===== config.mk =====
export PLATFORM = sky130hd
export DESIGN_NAME = alu_pipe_flags
export DESIGN_NICKNAME = d
export VERILOG_FILES = /design/src/rtl/alu_pkg.sv /design/src/rtl/alu_barrel_shift.sv /design/src/rtl/alu_pipe_flags.sv
export SDC_FILE = /design/constraint.sdc
export NUM_CORES = 1
export LEC_CHECK = 0
export ABC_AREA = 1
export CAP_MARGIN = 30
export CORE_ASPECT_RATIO = 2
export CORE_UTILIZATION = 68
export CTS_BUF_LIST = sky130_fd_sc_hd__clkbuf_8
export CTS_CLUSTER_DIAMETER = 30
export DETAILED_ROUTE_END_ITERATION = 8
export DONT_BUFFER_PORTS = 1
export PLACE_DENSITY = 0.95
export SYNTH_ARGS = -nofsm -noshare
export SYNTH_HDL_FRONTEND = slang
export SYNTH_SLANG_ARGS = --single-unit

===== constraint.sdc =====
create_clock -name clk -period 3.8 [get_ports clk]
set_input_delay 0.19 -clock clk [delete_from_list [all_inputs] [get_ports clk]]
set_output_delay 0.19 -clock clk [all_outputs]
set_load 0.01 [all_outputs]

===== src/rtl/alu_pkg.sv =====
// rtl/alu_pkg.sv - opcode constants, flag indices and op-class decode for alu_pipe_flags
package alu_pkg;

  // Logic opcodes (fs[4] = 0); any other fs[4]=0 code yields zero
  localparam logic [4:0] FS_ZERO  = 5'b00000;
  localparam logic [4:0] FS_PASSA = 5'b01100;
  localparam logic [4:0] FS_NOTA  = 5'b00011;
  localparam logic [4:0] FS_AND   = 5'b01000;
  localparam logic [4:0] FS_OR    = 5'b01110;
  localparam logic [4:0] FS_XOR   = 5'b00110;
  localparam logic [4:0] FS_ONES  = 5'b01111;

  // Shift kinds carried in fs[1:0] when fs[4:3] = 11
  localparam logic [1:0] SH_SHL = 2'b00;
  localparam logic [1:0] SH_SHR = 2'b01;
  localparam logic [1:0] SH_ASR = 2'b10;
  localparam logic [1:0] SH_ROL = 2'b11;

  // Bit positions inside flags = {Z,N,C,V}
  localparam int FLG_Z = 3;
  localparam int FLG_N = 2;
  localparam int FLG_C = 1;
  localparam int FLG_V = 0;

  typedef enum logic [1:0] {
    CLS_LOGIC = 2'd0,
    CLS_ARITH = 2'd1,
    CLS_SHIFT = 2'd2
  } op_class_e;

  function automatic op_class_e op_class(input logic [4:0] fs);
    if (!fs[4]) return CLS_LOGIC;
    if (!fs[3]) return CLS_ARITH;
    return CLS_SHIFT;
  endfunction

endpackage


===== src/rtl/alu_barrel_shift.sv =====
// rtl/alu_barrel_shift.sv - combinational shl/shr/asr/rol by a variable amount with carry-out
module alu_barrel_shift
  import alu_pkg::*;
#(
  parameter int WIDTH   = 16,
  parameter int SHAMT_W = $clog2(WIDTH)
) (
  input  logic [WIDTH-1:0]   a,
  input  logic [SHAMT_W-1:0] shamt,
  input  logic [1:0]         kind,
  output logic [WIDTH-1:0]   res,
  output logic               carry
);

  // One extra bit on the side data leaves from captures the last bit shifted out
  // (and reads 0 for a zero shift amount).
  logic [WIDTH:0]        shl_w;
  logic [WIDTH:0]        shr_w;
  logic signed [WIDTH:0] asr_w;
  logic [WIDTH-1:0]      rol_w;

  assign shl_w = {1'b0, a} << shamt;
  assign shr_w = {a, 1'b0} >> shamt;
  assign asr_w = $signed({a, 1'b0}) >>> shamt;
  assign rol_w = (a << shamt) | (a >> (WIDTH - int'(shamt)));

  // Select the shift kind; rotate reports the bit that wrapped into position 0
  always_comb begin
    res   = '0;
    carry = 1'b0;
    case (kind)
      SH_SHL: begin
        res   = shl_w[WIDTH-1:0];
        carry = shl_w[WIDTH];
      end
      SH_SHR: begin
        res   = shr_w[WIDTH:1];
        carry = shr_w[0];
      end
      SH_ASR: begin
        res   = asr_w[WIDTH:1];
        carry = asr_w[0];
      end
      default: begin
        res   = rol_w;
        carry = rol_w[0];
      end
    endcase
  end

endmodule


===== src/rtl/alu_pipe_flags.sv =====
// rtl/alu_pipe_flags.sv - two-stage valid/ready ALU with Z/N/C/V flags; ALU_STICKY_OVF_EN adds ovf_sticky
module alu_pipe_flags
  import alu_pkg::*;
#(
  parameter int WIDTH   = 16,
  parameter int SHAMT_W = $clog2(WIDTH)
) (
  input  logic             clk,
  input  logic             rst_n,
  input  logic             in_valid,
  output logic             in_ready,
  input  logic [4:0]       fs,
  input  logic [WIDTH-1:0] a,
  input  logic [WIDTH-1:0] b,
  input  logic             cin,
  output logic             out_valid,
  input  logic             out_ready,
  output logic [WIDTH-1:0] f,
  output logic [3:0]       flags
`ifdef ALU_STICKY_OVF_EN
  ,
  output logic             ovf_sticky,
  input  logic             clr_sticky
`endif
);

  logic             rdy_en_q;
  logic             s1_valid_q, s1_valid_d;
  logic [4:0]       s1_fs_q, s1_fs_d;
  logic [WIDTH-1:0] s1_a_q, s1_a_d, s1_b_q, s1_b_d;
  logic             s1_cin_q, s1_cin_d;
  op_class_e        s1_cls_q, s1_cls_d;
  logic             s2_valid_q, s2_valid_d;
  logic [WIDTH-1:0] f_q, f_d;
  logic [3:0]       flags_q, flags_d;

  logic             adv1, adv2;
  logic [WIDTH-1:0] a_p, y_sel, logic_res, sh_res, res_f;
  logic [WIDTH:0]   sum;
  logic             sh_c, res_c, res_v;
  logic [SHAMT_W-1:0] shamt;
  logic [3:0]       res_flags;

  // Each stage moves when its downstream slot is empty or being drained.
  assign adv2      = ~s2_valid_q | out_ready;
  assign adv1      = ~s1_valid_q | adv2;
  assign in_ready  = adv1 & rdy_en_q;
  assign out_valid = s2_valid_q;
  assign f         = f_q;
  assign flags     = flags_q;

  assign shamt = s1_fs_q[2] ? s1_b_q[SHAMT_W-1:0] : {{(SHAMT_W-1){1'b0}}, 1'b1};

  alu_barrel_shift #(.WIDTH(WIDTH), .SHAMT_W(SHAMT_W)) u_shift (
    .a     (s1_a_q),
    .shamt (shamt),
    .kind  (s1_fs_q[1:0]),
    .res   (sh_res),
    .carry (sh_c)
  );

  // Stage-2 datapath: arithmetic, logic and shift results plus their flags
  always_comb begin
    a_p = s1_fs_q[0] ? ~s1_a_q : s1_a_q;
    case (s1_fs_q[2:1])
      2'b00:   y_sel = '0;
      2'b01:   y_sel = '1;
      2'b10:   y_sel = s1_b_q;
      default: y_sel = ~s1_b_q;
    endcase
    sum = {1'b0, a_p} + {1'b0, y_sel} + {{WIDTH{1'b0}}, s1_cin_q};

    case (s1_fs_q)
      FS_PASSA: logic_res = s1_a_q;
      FS_NOTA:  logic_res = ~s1_a_q;
      FS_AND:   logic_res = s1_a_q & s1_b_q;
      FS_OR:    logic_res = s1_a_q | s1_b_q;
      FS_XOR:   logic_res = s1_a_q ^ s1_b_q;
      FS_ONES:  logic_res = '1;
      default:  logic_res = '0;
    endcase

    res_f = logic_res;
    res_c = 1'b0;
    res_v = 1'b0;
    case (s1_cls_q)
      CLS_ARITH: begin
        res_f = sum[WIDTH-1:0];
        res_c = sum[WIDTH];
        res_v = (a_p[WIDTH-1] == y_sel[WIDTH-1]) & (sum[WIDTH-1] != a_p[WIDTH-1]);
      end
      CLS_SHIFT: begin
        res_f = sh_res;
        res_c = sh_c;
      end
      default: ;
    endcase

    res_flags        = '0;
    res_flags[FLG_Z] = (res_f == '0);
    res_flags[FLG_N] = res_f[WIDTH-1];
    res_flags[FLG_C] = res_c;
    res_flags[FLG_V] = res_v;
  end

  // Next-state for both stages; each holds its contents while stalled
  always_comb begin
    s1_valid_d = s1_valid_q;
    s1_fs_d    = s1_fs_q;
    s1_a_d     = s1_a_q;
    s1_b_d     = s1_b_q;
    s1_cin_d   = s1_cin_q;
    s1_cls_d   = s1_cls_q;
    s2_valid_d = s2_valid_q;
    f_d        = f_q;
    flags_d    = flags_q;
    if (adv1) begin
      s1_valid_d = in_valid & in_ready;
      if (in_valid & in_ready) begin
        s1_fs_d  = fs;
        s1_a_d   = a;
        s1_b_d   = b;
        s1_cin_d = cin;
        s1_cls_d = op_class(fs);
      end
    end
    if (adv2) begin
      s2_valid_d = s1_valid_q;
      if (s1_valid_q) begin
        f_d     = res_f;
        flags_d = res_flags;
      end
    end
  end

  // Pipeline registers; reset flushes both stages and blocks input for one cycle
  always_ff @(posedge clk or negedge rst_n) begin
    if (!rst_n) begin
      rdy_en_q   <= 1'b0;
      s1_valid_q <= 1'b0;
      s1_fs_q    <= '0;
      s1_a_q     <= '0;
      s1_b_q     <= '0;
      s1_cin_q   <= 1'b0;
      s1_cls_q   <= CLS_LOGIC;
      s2_valid_q <= 1'b0;
      f_q        <= '0;
      flags_q    <= '0;
    end else begin
      rdy_en_q   <= 1'b1;
      s1_valid_q <= s1_valid_d;
      s1_fs_q    <= s1_fs_d;
      s1_a_q     <= s1_a_d;
      s1_b_q     <= s1_b_d;
      s1_cin_q   <= s1_cin_d;
      s1_cls_q   <= s1_cls_d;
      s2_valid_q <= s2_valid_d;
      f_q        <= f_d;
      flags_q    <= flags_d;
    end
  end

`ifdef ALU_STICKY_OVF_EN
  logic ovf_sticky_q, ovf_sticky_d;

  // Sticky overflow: an overflowing output transfer wins over a clear in the same cycle
  always_comb begin
    ovf_sticky_d = ovf_sticky_q;
    if (clr_sticky) ovf_sticky_d = 1'b0;
    if (s2_valid_q & out_ready & flags_q[FLG_V]) ovf_sticky_d = 1'b1;
  end

  // Sticky overflow register
  always_ff @(posedge clk or negedge rst_n) begin
    if (!rst_n) ovf_sticky_q <= 1'b0;
    else        ovf_sticky_q <= ovf_sticky_d;
  end

  assign ovf_sticky = ovf_sticky_q;
`endif

endmodule

==> flow_summary.yaml, run 1 <==
clock_tree:
  h-tree-depth: 3
  cts_buffer_depth: 2
  cts_resized: 0
  cts_inserted_buffers: 9
  clock_sinks: 62
  cts-root-buf: "clkbuf_8"
  cts_setup_buffers: 0
logic_synthesis:
  synth_compound_area_share_pct: 15.89
  ys_ff_latch: 62
  synth_fa_ha_area_share_pct: 9.111
  syn_area_um2: 7306
  synthSimpleGateAreaFrac_pct: 42.59
  synthArstFlopShare_pct: 100.0
  synth_nets: 1305
  synth_ff_type: "dfrtp_1"
  synth.area.mux_share_pct: 0
  synth_edf_count: 0
  synth_top_family_by_area: "simple AND/OR/NAND/NOR gates"
  synth_area_per_cell_um2: 6.033
  syn_inst: 1211
  synth-xor-area-share_pct: 1.918
  synth.distinct_cells: 46
  ys_seq_area_share_pct: 21.24
  ys_warn_count: 0
global_routing:
  grt_use_total_pct: 72.42
  grt_pass1_wl_mm: 59.97
  grt_pass1_vias: 10210
  gr-total-overflow: 186
  grt_max_degree: 76
floorplan:
  dieWidth_um: 75.30
  rows: 53
  start_util_pct: 69.73
  dieHeight_um: 148.6
  ioPinCount: 64
outcome:
  outcome: "stopped before the end"
  first-error: "[ERROR GRT-0116] Global routing finished with congestion. Check the congestion regions in the DRC Viewer."
  lastStage: "5_1_grt"
placement:
  place.gp.congestion: 1.197
  portBuffers: 0
  dp_hpwl_mm: 23.72
metrics by stage:
step | cell area, um2 | utilization, % | std cells | setup WS [ns]
2_1_floorplan | 7306 | - | 1211 | 0.5539
3_3_place_gp | 7380 | 70.43 | 1318 | 0.6360
3_5_place_dp | 7380 | 70.43 | 1318 | 0.4916
4_1_cts | 7845 | 74.87 | 1362 | 0.4482
layer usage:
layer,GRT overflow,track usage (%)
met1,0,71.88
met2,125,95.09
met3,0,43.63
met4,61,78.43
met5,0,4.040
synthesized netlist by cell type (2+ instances only):
master	n	share of area [%]
nand2_2	15	1.3
clkbuf_1	24	1.2
o2111ai_1	13	1.6
o211ai_1	2	0.21
o21bai_1	4	0.41
o21ai_0	94	6.4
or2_2	5	0.43
nor3_1	5	0.34
buf_4	4	0.41
inv_1	99	5.1
fa_1	2	0.55
xor2_1	13	1.6
buf_1	4	0.21
o22ai_1	3	0.26
a22oi_1	7	0.72
clkinv_1	3	0.15
a31oi_1	19	1.6
buf_6	4	0.62
buf_2	15	1.0
nor2_2	7	0.60
o21ai_1	8	0.55
a21oi_1	44	3.0
a21o_1	3	0.31
nand2_4	4	0.62
nand4_1	16	1.4
xnor2_1	3	0.36
nand3b_1	5	0.51
dfrtp_1	62	21
ha_1	50	8.6
o221ai_1	2	0.24
nand2_1	404	21
inv_2	6	0.31
a21boi_0	2	0.21
nand3_1	180	12
nor2_1	69	3.5
cells by family after synthesis:
kind of cell	Yosys count
compound gates	204
other cells	1
xor+xnor	16
simple gates	715
buf+inv	161
flops	62
fa+ha+maj	52
repair_timing:
| action | 4_1_cts |
|---|---|
| hold buffers | 28 |
| setup endpoints to repair | 0 |
| hold endpoints to repair | 88 |
==> run 2, diff against run 1 <==
--- a/config.mk
+++ b/config.mk
@@ -7,13 +7,10 @@
 export LEC_CHECK = 0
 export ABC_AREA = 1
 export CAP_MARGIN = 30
-export CORE_ASPECT_RATIO = 2
-export CORE_UTILIZATION = 68
-export CTS_BUF_LIST = sky130_fd_sc_hd__clkbuf_8
-export CTS_CLUSTER_DIAMETER = 30
+export CORE_UTILIZATION = 40
 export DETAILED_ROUTE_END_ITERATION = 8
 export DONT_BUFFER_PORTS = 1
-export PLACE_DENSITY = 0.95
+export PLACE_DENSITY_LB_ADDON = 0.15
 export SYNTH_ARGS = -nofsm -noshare
 export SYNTH_HDL_FRONTEND = slang
 export SYNTH_SLANG_ARGS = --single-unit
==> flow_summary.yaml, run 2 <==
cells_and_area:
  num-nets-final: 1326
  final_area_um2: 8175
  drive_gt1_share_pct: 7.033
  fillCellCount: 1932
  syn_to_final_growth_pct: 11.90
  layout_commonest_cell: "nand2_1"
  final_cell_mix: "nand2_1, nand3_1, inv_1"
  diodes: 0
critical_path:
  cp_common_cell: "nand2_1"
  rr_worst_depth: 20
  critPathKind: "flop to flop"
  cp_max_fo: 17
  required_ns: 4.08
  path_depth: 20
  slowest_stage: "dfrtp_1"
  cp-startpoint: "s1_fs_q[2]$_DFFE_PN0P_"
  max_stage_delay_ns: 0.48
  reg2reg_slack_ns: 0.55
  critPathBufInv: 2
  crit_end: "flags[3]$_DFFE_PN0P_"
  reg2reg_to: "flags[3]$_DFFE_PN0P_"
  arrival_ns: 3.53
  end_kind: "flop"
  critPathLaunchType: "flop"
  crit_chain: "inv_4, o21ai_0, o21ai_0, fa_1, fa_1, inv_1, nand3_1, nand2_1, nand2_1, a21boi_0, o21ai_0, nand3b_1, nand2_1, nand2_1, nand2_1, nor2_1, nand2_1, nor2_1, nand3_1, nand2_1"
  crit_family: "simple AND/OR/NAND/NOR gates"
  timing.rr.start: "s1_fs_q[2]$_DFFE_PN0P_"
logic_synthesis:
  synthDominantCellAreaShare_pct: 21.24
  ys_seq_area_share_pct: 21.24
  synth_area_per_cell_um2: 6.033
  syn_inst: 1211
  synth.distinct_cells: 46
  synth_area_leaders: "dfrtp_1, nand2_1, nand3_1, ha_1, o21ai_0"
  synth_top_area_cell: "dfrtp_1"
  syn_area_um2: 7306
  yosysMostFrequentCell: "nand2_1"
  ys_top_cells_by_count: "nand2_1, nand3_1, inv_1, o21ai_0, nor2_1"
  synth_edf_count: 0
  synth_nets: 1305
  synth_ff_type: "dfrtp_1"
  synthArstFlopShare_pct: 100.0
  ys_warn_count: 0
  ys_ff_latch: 62
power:
  power.switching_mw: 2.169
  seqPwrFrac_pct: 23.8
  pwr-share-comb_pct: 57.7
  power.density_nw_per_um2: 511.1
  p_leak_nw: 4.214
  peakVddDrop_v: 0.0002642
  p_sw_share_pct: 51.91
  clockPowerShare_pct: 18.5
  p_int_mw: 2.009
detailed_routing:
  viasPerCell: 5.649
  drc: 0
  wirelength_mm: 28.60
  ant_nets: 0
  routedWlPerCell_um: 19.51
  drt_iter0_drc: 1150
  first_pass_iters: 6
  dr_total_vias: 8281
placement:
  dp_hpwl_mm: 22.21
  placed_area_um2: 7532
  place.gp.congestion: 0.9761
  portBuffers: 0
global_routing:
  grt_pass1_vias: 7417
  grt_pass1_wl_mm: 43.30
  grt_max_degree: 69
  antenna_found_initial: 0
  grt_use_total_pct: 31.29
  gr-total-overflow: 0
clock_tree:
  cts-root-buf: "clkbuf_16"
  clock_sinks: 62
  cts_buffer_depth: 2
  cts_resized: 0
  h-tree-depth: 3
  clk_latency_ns: 0.35
  clkTransAtPathRegs_ns: 0.06
  cts_tree: "built"
  cts_inserted_buffers: 9
outcome:
  outcome: "complete, no violations"
timing:
  tightest_slew_ns: 0.9552
  fin_crit_ns: 3.248
  report.final.slew_viol_count: 0
  final-setup-viol-count: 0
  fin_worst_skew_ns: 0.01099
  fin_crit_sh_pct: 85.48
  fmax_mhz: 307.9
  hold_viol_final: 0
  relSlewSlack_pct: 36.25
  fin_tns_setup_ns: 0
  rsz0062_at_grt: "no"
floorplan:
  ioPinCount: 64
  dieHeight_um: 137.1
  start_util_pct: 40.81
  fp.dieArea_um2: 18810
  core_area_um2: 17900
  dieWidth_um: 137.1
  rows: 49
hold_path:
  worst_hold_path_type: "input pin to flop"
job:
  cap_violations: 0
[run 2: cell counts after synthesis]
Identical to the previous run, type by type.
[run 2: kinds of logic (layout without fill, tap and decap cells)]
| logic type | Yosys count | in the layout | share of synthesized area (%) |
|---|---|---|---|
| flops | 62 | 62 | 21.24 |
| compound gates | 204 | 204 | 15.89 |
| simple gates | 715 | 715 | 42.59 |
| other cells | 1 | 1 | 0.05133 |
| fa+ha+maj | 52 | 52 | 9.111 |
| xor+xnor | 16 | 16 | 1.918 |
| buf+inv | 161 | 187 | 9.197 |
[run 2: per-layer routing]
layer	wire length [um]	global-route usage, %	vias to the layer above
met5	0	0	-
li1	-	-	4073
met2	11660	44.30	442
met4	852	10.32	0
met1	13190	46.11	3710
met3	2902	6.926	56
[run 2: worst min-delay path by stage]
stage	endpoint	start	cells after the start	slack, ns
CTS	s1_fs_q[1]$_DFFE_PN0P_	fs[1]	2	0.007
floorplan	f[0]$_DFFE_PN0P_	rst_n	0	-0.11
finish	s1_fs_q[1]$_DFFE_PN0P_	fs[1]	2	0.01
detailed placement	f[0]$_DFFE_PN0P_	rst_n	0	-0.10
global placement	f[0]$_DFFE_PN0P_	rst_n	0	-0.10
global route	s1_fs_q[1]$_DFFE_PN0P_	fs[1]	2	0.01
[run 2: stage by stage]
| stage | total power [mW] | hold WS (ns) | util [%] | std cells | worst slack (ns) |
|---|---|---|---|---|---|
| after floorplan | 2.626 | -0.1056 | - | 1211 | 0.5539 |
| after global placement | 3.314 | -0.1037 | 42.07 | 1415 | 0.6612 |
| after detailed placement | 3.300 | -0.1039 | 42.07 | 1415 | 0.5994 |
| after CTS | 4.127 | 0.006709 | 45.67 | 1466 | 0.5803 |
| after global routing | 4.514 | 0.01208 | 45.67 | 1466 | 0.2355 |
| final | 4.178 | 0.01175 | 45.67 | 1466 | 0.5519 |
[run 2: worst reg2reg max path, stage by stage, from the launching register on]
cell      delay [ns]
dfrtp_1         0.48
inv_4           0.14
o21ai_0         0.17
o21ai_0         0.13
fa_1            0.43
fa_1            0.38
inv_1           0.09
nand3_1         0.07
nand2_1         0.16
nand2_1         0.09
a21boi_0        0.21
o21ai_0         0.11
nand3b_1        0.11
nand2_1         0.06
nand2_1         0.07
nand2_1         0.07
nor2_1          0.11
nand2_1         0.05
nor2_1          0.08
nand3_1         0.08
nand2_1         0.09
[run 2: final cells by class]
type / count / area (um2) / area share, %
Clock buffer: 9 / 225.2 / 2.755
Inverter: 110 / 416.7 / 5.096
Sequential cell: 62 / 1551 / 18.98
Tap cell: 229 / 286.5 / 3.505
Timing Repair Buffer: 61 / 563.0 / 6.887
Multi-Input combinational cell: 988 / 5082 / 62.17
Clock inverter: 7 / 50.05 / 0.6122
[run 2: repair_timing]
item | in CTS | in global routing
setup buffers | 0 | 0
hold endpoints to repair | 95 | 0
hold buffers | 35 | 0
[run 2: power groups by stage]
| stage | logic, mW | clock network, mW | registers [mW] |
|---|---|---|---|
| 2_1_floorplan | 1.70 | 0 | 0.923 |
| 3_3_place_gp | 2.31 | 0 | 1.00 |
| 3_5_place_dp | 2.30 | 0 | 1.00 |
| 4_1_cts | 2.35 | 0.781 | 0.992 |
| 5_1_grt | 2.69 | 0.817 | 1.01 |
| 6_report | 2.41 | 0.774 | 0.993 |
Note: power is estimated with default switching activity, not from simulation.
==> run 3, diff against run 2 <==
==> constraint.sdc (replaced) <==
create_clock -name clk -period 3.8 [get_ports clk]
set_input_delay 0 -clock clk [delete_from_list [all_inputs] [get_ports clk]]
set_output_delay 0 -clock clk [all_outputs]
set_load 0.01 [all_outputs]
==> flow_summary.yaml, run 3 (synthesis results as in run 2) <==
clock_tree:
  cts_setup_buffers: 0
  cts_inserted_buffers: 9
  cts_hold_buf: 44
  clock_sinks: 62
  clkTransAtPathRegs_ns: 0.06
  cts_resized: 0
  cts_tree: "built"
  cts_buffer_depth: 2
  cts-root-buf: "clkbuf_16"
  clk_latency_ns: 0.35
  h-tree-depth: 3
placement:
  place.gp.congestion: 0.9761
  dp.cells: 1415
  pre_cts_slack_ns: 0.5994
  dp_hpwl_mm: 22.21
  placed_area_um2: 7532
  portBuffers: 0
timing:
  final-setup-viol-count: 0
  fin_worst_skew_ns: 0.01012
  whs_ns: 0.2048
  rsz0062_at_grt: "no"
  layout_setup_ws_ns: 0.5517
  fin_crit_sh_pct: 85.48
  hold_viol_final: 0
  fin_tns_setup_ns: 0
  tightest_slew_ns: 0.9703
  fmax_mhz: 307.9
  relSlewSlack_pct: 35.24
  fin_crit_ns: 3.248
  report.final.slew_viol_count: 0
critical_path:
  arrival_ns: 3.52
  end_kind: "flop"
  critPathBufInv: 2
  required_ns: 4.08
  cp_max_fo: 17
  crit_family: "simple AND/OR/NAND/NOR gates"
  critPathKind: "flop to flop"
  slowest_stage: "dfrtp_1"
  critPathLaunchType: "flop"
  max_stage_delay_ns: 0.48
  crit_chain: "inv_4, o21ai_0, o21ai_0, fa_1, fa_1, inv_1, nand3_1, nand2_1, nand2_1, a21boi_0, o21ai_0, nand3b_1, nand2_1, nand2_1, nand2_1, nor2_1, nand2_1, nor2_1, nand3_1, nand2_1"
  cp_common_cell: "nand2_1"
job:
  cap_violations: 0
detailed_routing:
  ant_nets: 0
  routedWlPerCell_um: 19.41
  viasPerCell: 5.681
  dr_total_vias: 8379
  drt_iter0_drc: 1035
  first_pass_iters: 6
  drc: 0
  wirelength_mm: 28.63
power:
  peakVddDrop_v: 0.0002646
  p_leak_nw: 4.253
  power.density_nw_per_um2: 506.9
  total_power_mw: 4.190
cells_and_area:
  final_area_um2: 8265
  layout_commonest_cell: "nand2_1"
  diodes: 0
  final_cell_mix: "nand2_1, nand3_1, inv_1"
  syn_to_final_growth_pct: 13.14
  final_cells: 1475
  drive_gt1_share_pct: 6.982
  num-nets-final: 1335
  final_core_util_pct: 46.17
  fillCellCount: 1919
floorplan:
  dieHeight_um: 137.1
  fp.dieArea_um2: 18810
  dieWidth_um: 137.1
  ioPinCount: 64
  core_area_um2: 17900
  start_util_pct: 40.81
  rows: 49
global_routing:
  grt_use_total_pct: 31.32
  use_met2_pct: 44.28
  antenna_found_initial: 0
  grt_pass1_wl_mm: 43.37
  grt_pass1_vias: 7431
  grt_max_degree: 69
  grtUsageMet1_pct: 46.31
  gr-total-overflow: 0
  met3_usage_pct: 6.778
  grt_busiest_layer: "met1"
outcome:
  outcome: "complete, no violations"
hold_path:
  worst_hold_path_type: "input pin to asynchronous set/reset pin"
-- run 3: cell types whose count changed in the layout (fill, tap and decap cells not counted) --
cell,delta
dlygate4sd3_1,+9
-- run 3: where the power goes --
| group | internal [mW] | switching (mW) | leakage, nW |
|---|---|---|---|
| combinational | 0.787 | 1.64 | 3.37 |
| clock | 0.441 | 0.330 | 0.128 |
| sequential | 0.789 | 0.205 | 0.760 |
-- run 3: path summary, 6_finish.rpt --
| path | startpoint | to | cells past startpoint | slack, ns |
|---|---|---|---|---|
| max in group asynchronous | rst_n | s1_a_q[13]$_DFFE_PN0P_ | 2 | 3.33 |
| min reg2reg | flags[1]$_DFFE_PN0P_ | flags[1]$_DFFE_PN0P_ | 2 | 0.56 |
| min in group clk | cin | s1_cin_q$_DFFE_PN0P_ | 3 | 0.32 |
| max | s1_fs_q[2]$_DFFE_PN0P_ | flags[3]$_DFFE_PN0P_ | 20 | 0.55 |
| min | rst_n | out_valid$_DFFE_PN0P_ | 2 | 0.20 |
| max reg2reg | s1_fs_q[2]$_DFFE_PN0P_ | flags[3]$_DFFE_PN0P_ | 20 | 0.55 |
-- run 3: area by class of cell --
class | count | area (um2) | area share [%]
clock inverter | 7 | 50.05 | 0.6055
tap | 229 | 286.5 | 3.467
sequential | 62 | 1551 | 18.77
inverter | 110 | 416.7 | 5.041
multi-input combinational | 988 | 5082 | 61.49
clock buffer | 9 | 225.2 | 2.725
timing repair buffer | 70 | 653.1 | 7.902
-- run 3: routing by layer --
layer	up-vias	wire [um]
met1	3765	13210
met2	471	11760
li1	4097	-
met5	-	0
met3	46	2877
met4	0	784
==> run 4, diff against run 3 <==
--- a/config.mk
+++ b/config.mk
@@ -5,12 +5,11 @@
 export SDC_FILE = /design/constraint.sdc
 export NUM_CORES = 1
 export LEC_CHECK = 0
-export ABC_AREA = 1
-export CAP_MARGIN = 30
 export CORE_UTILIZATION = 40
 export DETAILED_ROUTE_END_ITERATION = 8
 export DONT_BUFFER_PORTS = 1
 export PLACE_DENSITY_LB_ADDON = 0.15
+export RECOVER_POWER = 25
 export SYNTH_ARGS = -nofsm -noshare
 export SYNTH_HDL_FRONTEND = slang
 export SYNTH_SLANG_ARGS = --single-unit
==> flow_summary.yaml, run 4 <==
logic_synthesis:
  synth_nets: 1075
  synth_ff_type: "dfrtp_1"
  synth_area_per_cell_um2: 7.988
  syn_area_um2: 7836
  synth_edf_count: 0
  ys_warn_count: 0
  syn_inst: 981
  ys_ff_latch: 62
  ys_seq_area_share_pct: 19.80
  ys_top_cells_by_count: "nand2_1, nor2_1, a21oi_1, dfrtp_1, o21ai_0"
  yosysMostFrequentCell: "nand2_1"
  synth_area_leaders: "dfrtp_1, ha_1, mux2_2, nand2_1, a21oi_1"
  synthArstFlopShare_pct: 100.0
  synth.distinct_cells: 86
  synthDominantCellAreaShare_pct: 19.80
  synth_top_area_cell: "dfrtp_1"
clock_tree:
  cts_setup_buffers: 0
  cts_buffer_depth: 2
  h-tree-depth: 3
  clk_latency_ns: 0.35
  cts_inserted_buffers: 9
  cts_tree: "built"
  cts-root-buf: "clkbuf_16"
  clock_sinks: 62
  clkTransAtPathRegs_ns: 0.06
critical_path:
  critPathBufInv: 1
  critPathLaunchType: "flop"
  timing.rr.start: "s1_fs_q[2]$_DFFE_PN0P_"
  slowest_stage: "dfrtp_2"
  crit_chain: "nand2_1, xor2_1, fa_1, fa_1, nand2b_1, a21oi_1, o21a_1, o21a_1, o32ai_1, a2111oi_1, buf_4, nand4_1, nor4_1, nand4_1, o41ai_2"
  max_stage_delay_ns: 0.42
  required_ns: 4.04
  arrival_ns: 3.93
  end_kind: "flop"
  cp-startpoint: "s1_fs_q[2]$_DFFE_PN0P_"
  crit_family: "compound AO/OA/AOI/OAI gates"
  critPathKind: "flop to flop"
  cp_max_fo: 5
timing:
  rsz0062_at_grt: "no"
  hold_viol_final: 0
  final-setup-viol-count: 0
  fmax_mhz: 270.5
  fin_worst_skew_ns: 0.007013
  fin_crit_sh_pct: 97.29
  fin_crit_ns: 3.697
  report.final.slew_viol_count: 63
  tightest_slew_ns: 2.763
  fin_tns_setup_ns: 0
  relSlewSlack_pct: -84.21
power:
  peakVddDrop_v: 0.0002757
  power.density_nw_per_um2: 578.9
  p_leak_nw: 3.784
placement:
  portBuffers: 0
  dp_hpwl_mm: 27.16
  place.gp.congestion: 1.044
cells_and_area:
  final_core_util_pct: 47.57
  layout_commonest_cell: "nand2_1"
  syn_to_final_growth_pct: 15.07
  num-nets-final: 1115
  diodes: 0
  drive_gt1_share_pct: 16.76
  fillCellCount: 1891
  final_cell_mix: "nand2_1, nor2_1, a21oi_1"
detailed_routing:
  first_pass_iters: 5
  drt_iter0_drc: 962
  dr_total_vias: 8388
  routedWlPerCell_um: 27.41
  viasPerCell: 6.523
  ant_nets: 0
  drc: 0
  wirelength_mm: 35.25
global_routing:
  grt_use_total_pct: 35.77
  grt_pass1_wl_mm: 52.41
  grt_max_degree: 63
  gr-total-overflow: 0
  grt_pass1_vias: 7875
  antenna_found_initial: 0
floorplan:
  dieHeight_um: 142.0
  core_area_um2: 18960
  ioPinCount: 64
  start_util_pct: 41.34
  rows: 50
  dieWidth_um: 142.0
  fp.dieArea_um2: 20150
outcome:
  violations: "capacitance limit, slew limit"
  outcome: "complete, but fails checks"
hold_path:
  worstHoldStart: "in_valid"
  worst_hold_path_type: "input pin to flop"
job:
  cap_violations: 1
run 4: cell count changes after synthesis, sizes merged, moves of 12 or more:
cell    change
inv        -60
nand2     -318
mux2i      +36
nand2b     +17
mux2       +50
a221oi     +17
a21oi      +25
o21ai      -44
xnor2      +22
buf        +12
o22ai      +15
o211ai     +13
nand3     -171
clkbuf     +21
run 4: final timing paths:
path                                          end  slack (ns)  cells past startpoint
setup / recovery             flags[3]$_DFFE_PN0P_        0.10                     15
hold / removal             s1_valid_q$_DFFE_PN0N_        0.32                      2
setup reg to reg             flags[3]$_DFFE_PN0P_        0.10                     15
hold reg to reg              s1_cin_q$_DFFE_PN0P_        0.51                      1
max in group asynchronous  s1_fs_q[2]$_DFFE_PN0P_        0.84                      2
min in group asynchronous   s1_b_q[7]$_DFFE_PN0P_        1.17                      2
run 4: kinds of logic (layout without fill, tap and decap cells):
family	after synthesis	count (layout)	synth area share (%)
compound gates	312	312	27.18
mux	94	94	14.18
fa+ha+maj	52	52	8.494
other cells	1	1	0.04785
simple gates	283	283	17.29
flops	62	62	19.80
xor+xnor	47	47	5.445
buf+inv	130	175	7.568
run 4: timing repair:
item	CTS	global route
endpoints found under the setup margin	0	1
gates resized for setup	0	1
hold endpoints to repair	104	0
hold buffers	42	0
run 4: power by group:
| part | leakage [nW] | internal, mW | total (mW) | switching [mW] |
|---|---|---|---|---|
| logic | 2.88 | 1.30 | 3.39 | 2.10 |
| registers | 0.764 | 0.789 | 1.04 | 0.256 |
| clock network | 0.135 | 0.459 | 0.783 | 0.324 |
| total | 3.78 | 2.55 | 5.22 | 2.68 |
run 4: layout make-up:
cell class | instances | area (um2) | share of cell area [%]
clock inverters | 5 | 35.03 | 0.3885
flip-flops and latches | 62 | 1553 | 17.22
well taps | 260 | 325.3 | 3.608
multi-input cells | 789 | 5704 | 63.26
repair buffers | 113 | 984.7 | 10.92
clock buffers | 11 | 242.7 | 2.692
inverters | 46 | 172.7 | 1.915
run 4: routing by layer:
layer	track usage [%]	part of all wire (%)
met5	0	0
met3	6.864	9.6
met4	18.68	5.5
met2	55.35	44
met1	47.27	41
run 4: metrics by stage:
stage / std cells / hold WS [ns] / total power [mW] / instance area [um2] / setup WS, ns
3_3_place_gp: 1228 / -0.2944 / 4.286 / 8313 / 0.2834
3_5_place_dp: 1228 / -0.2943 / 4.248 / 8313 / 0.2332
5_1_grt: 1286 / 0.3362 / 5.462 / 9017 / 0.03800
2_1_floorplan: 981 / -0.2956 / 3.160 / 7856 / 0.005646
6_report: 1286 / 0.3179 / 5.220 / 9017 / 0.1029
4_1_cts: 1286 / 0.1784 / 5.100 / 9029 / 0.2208
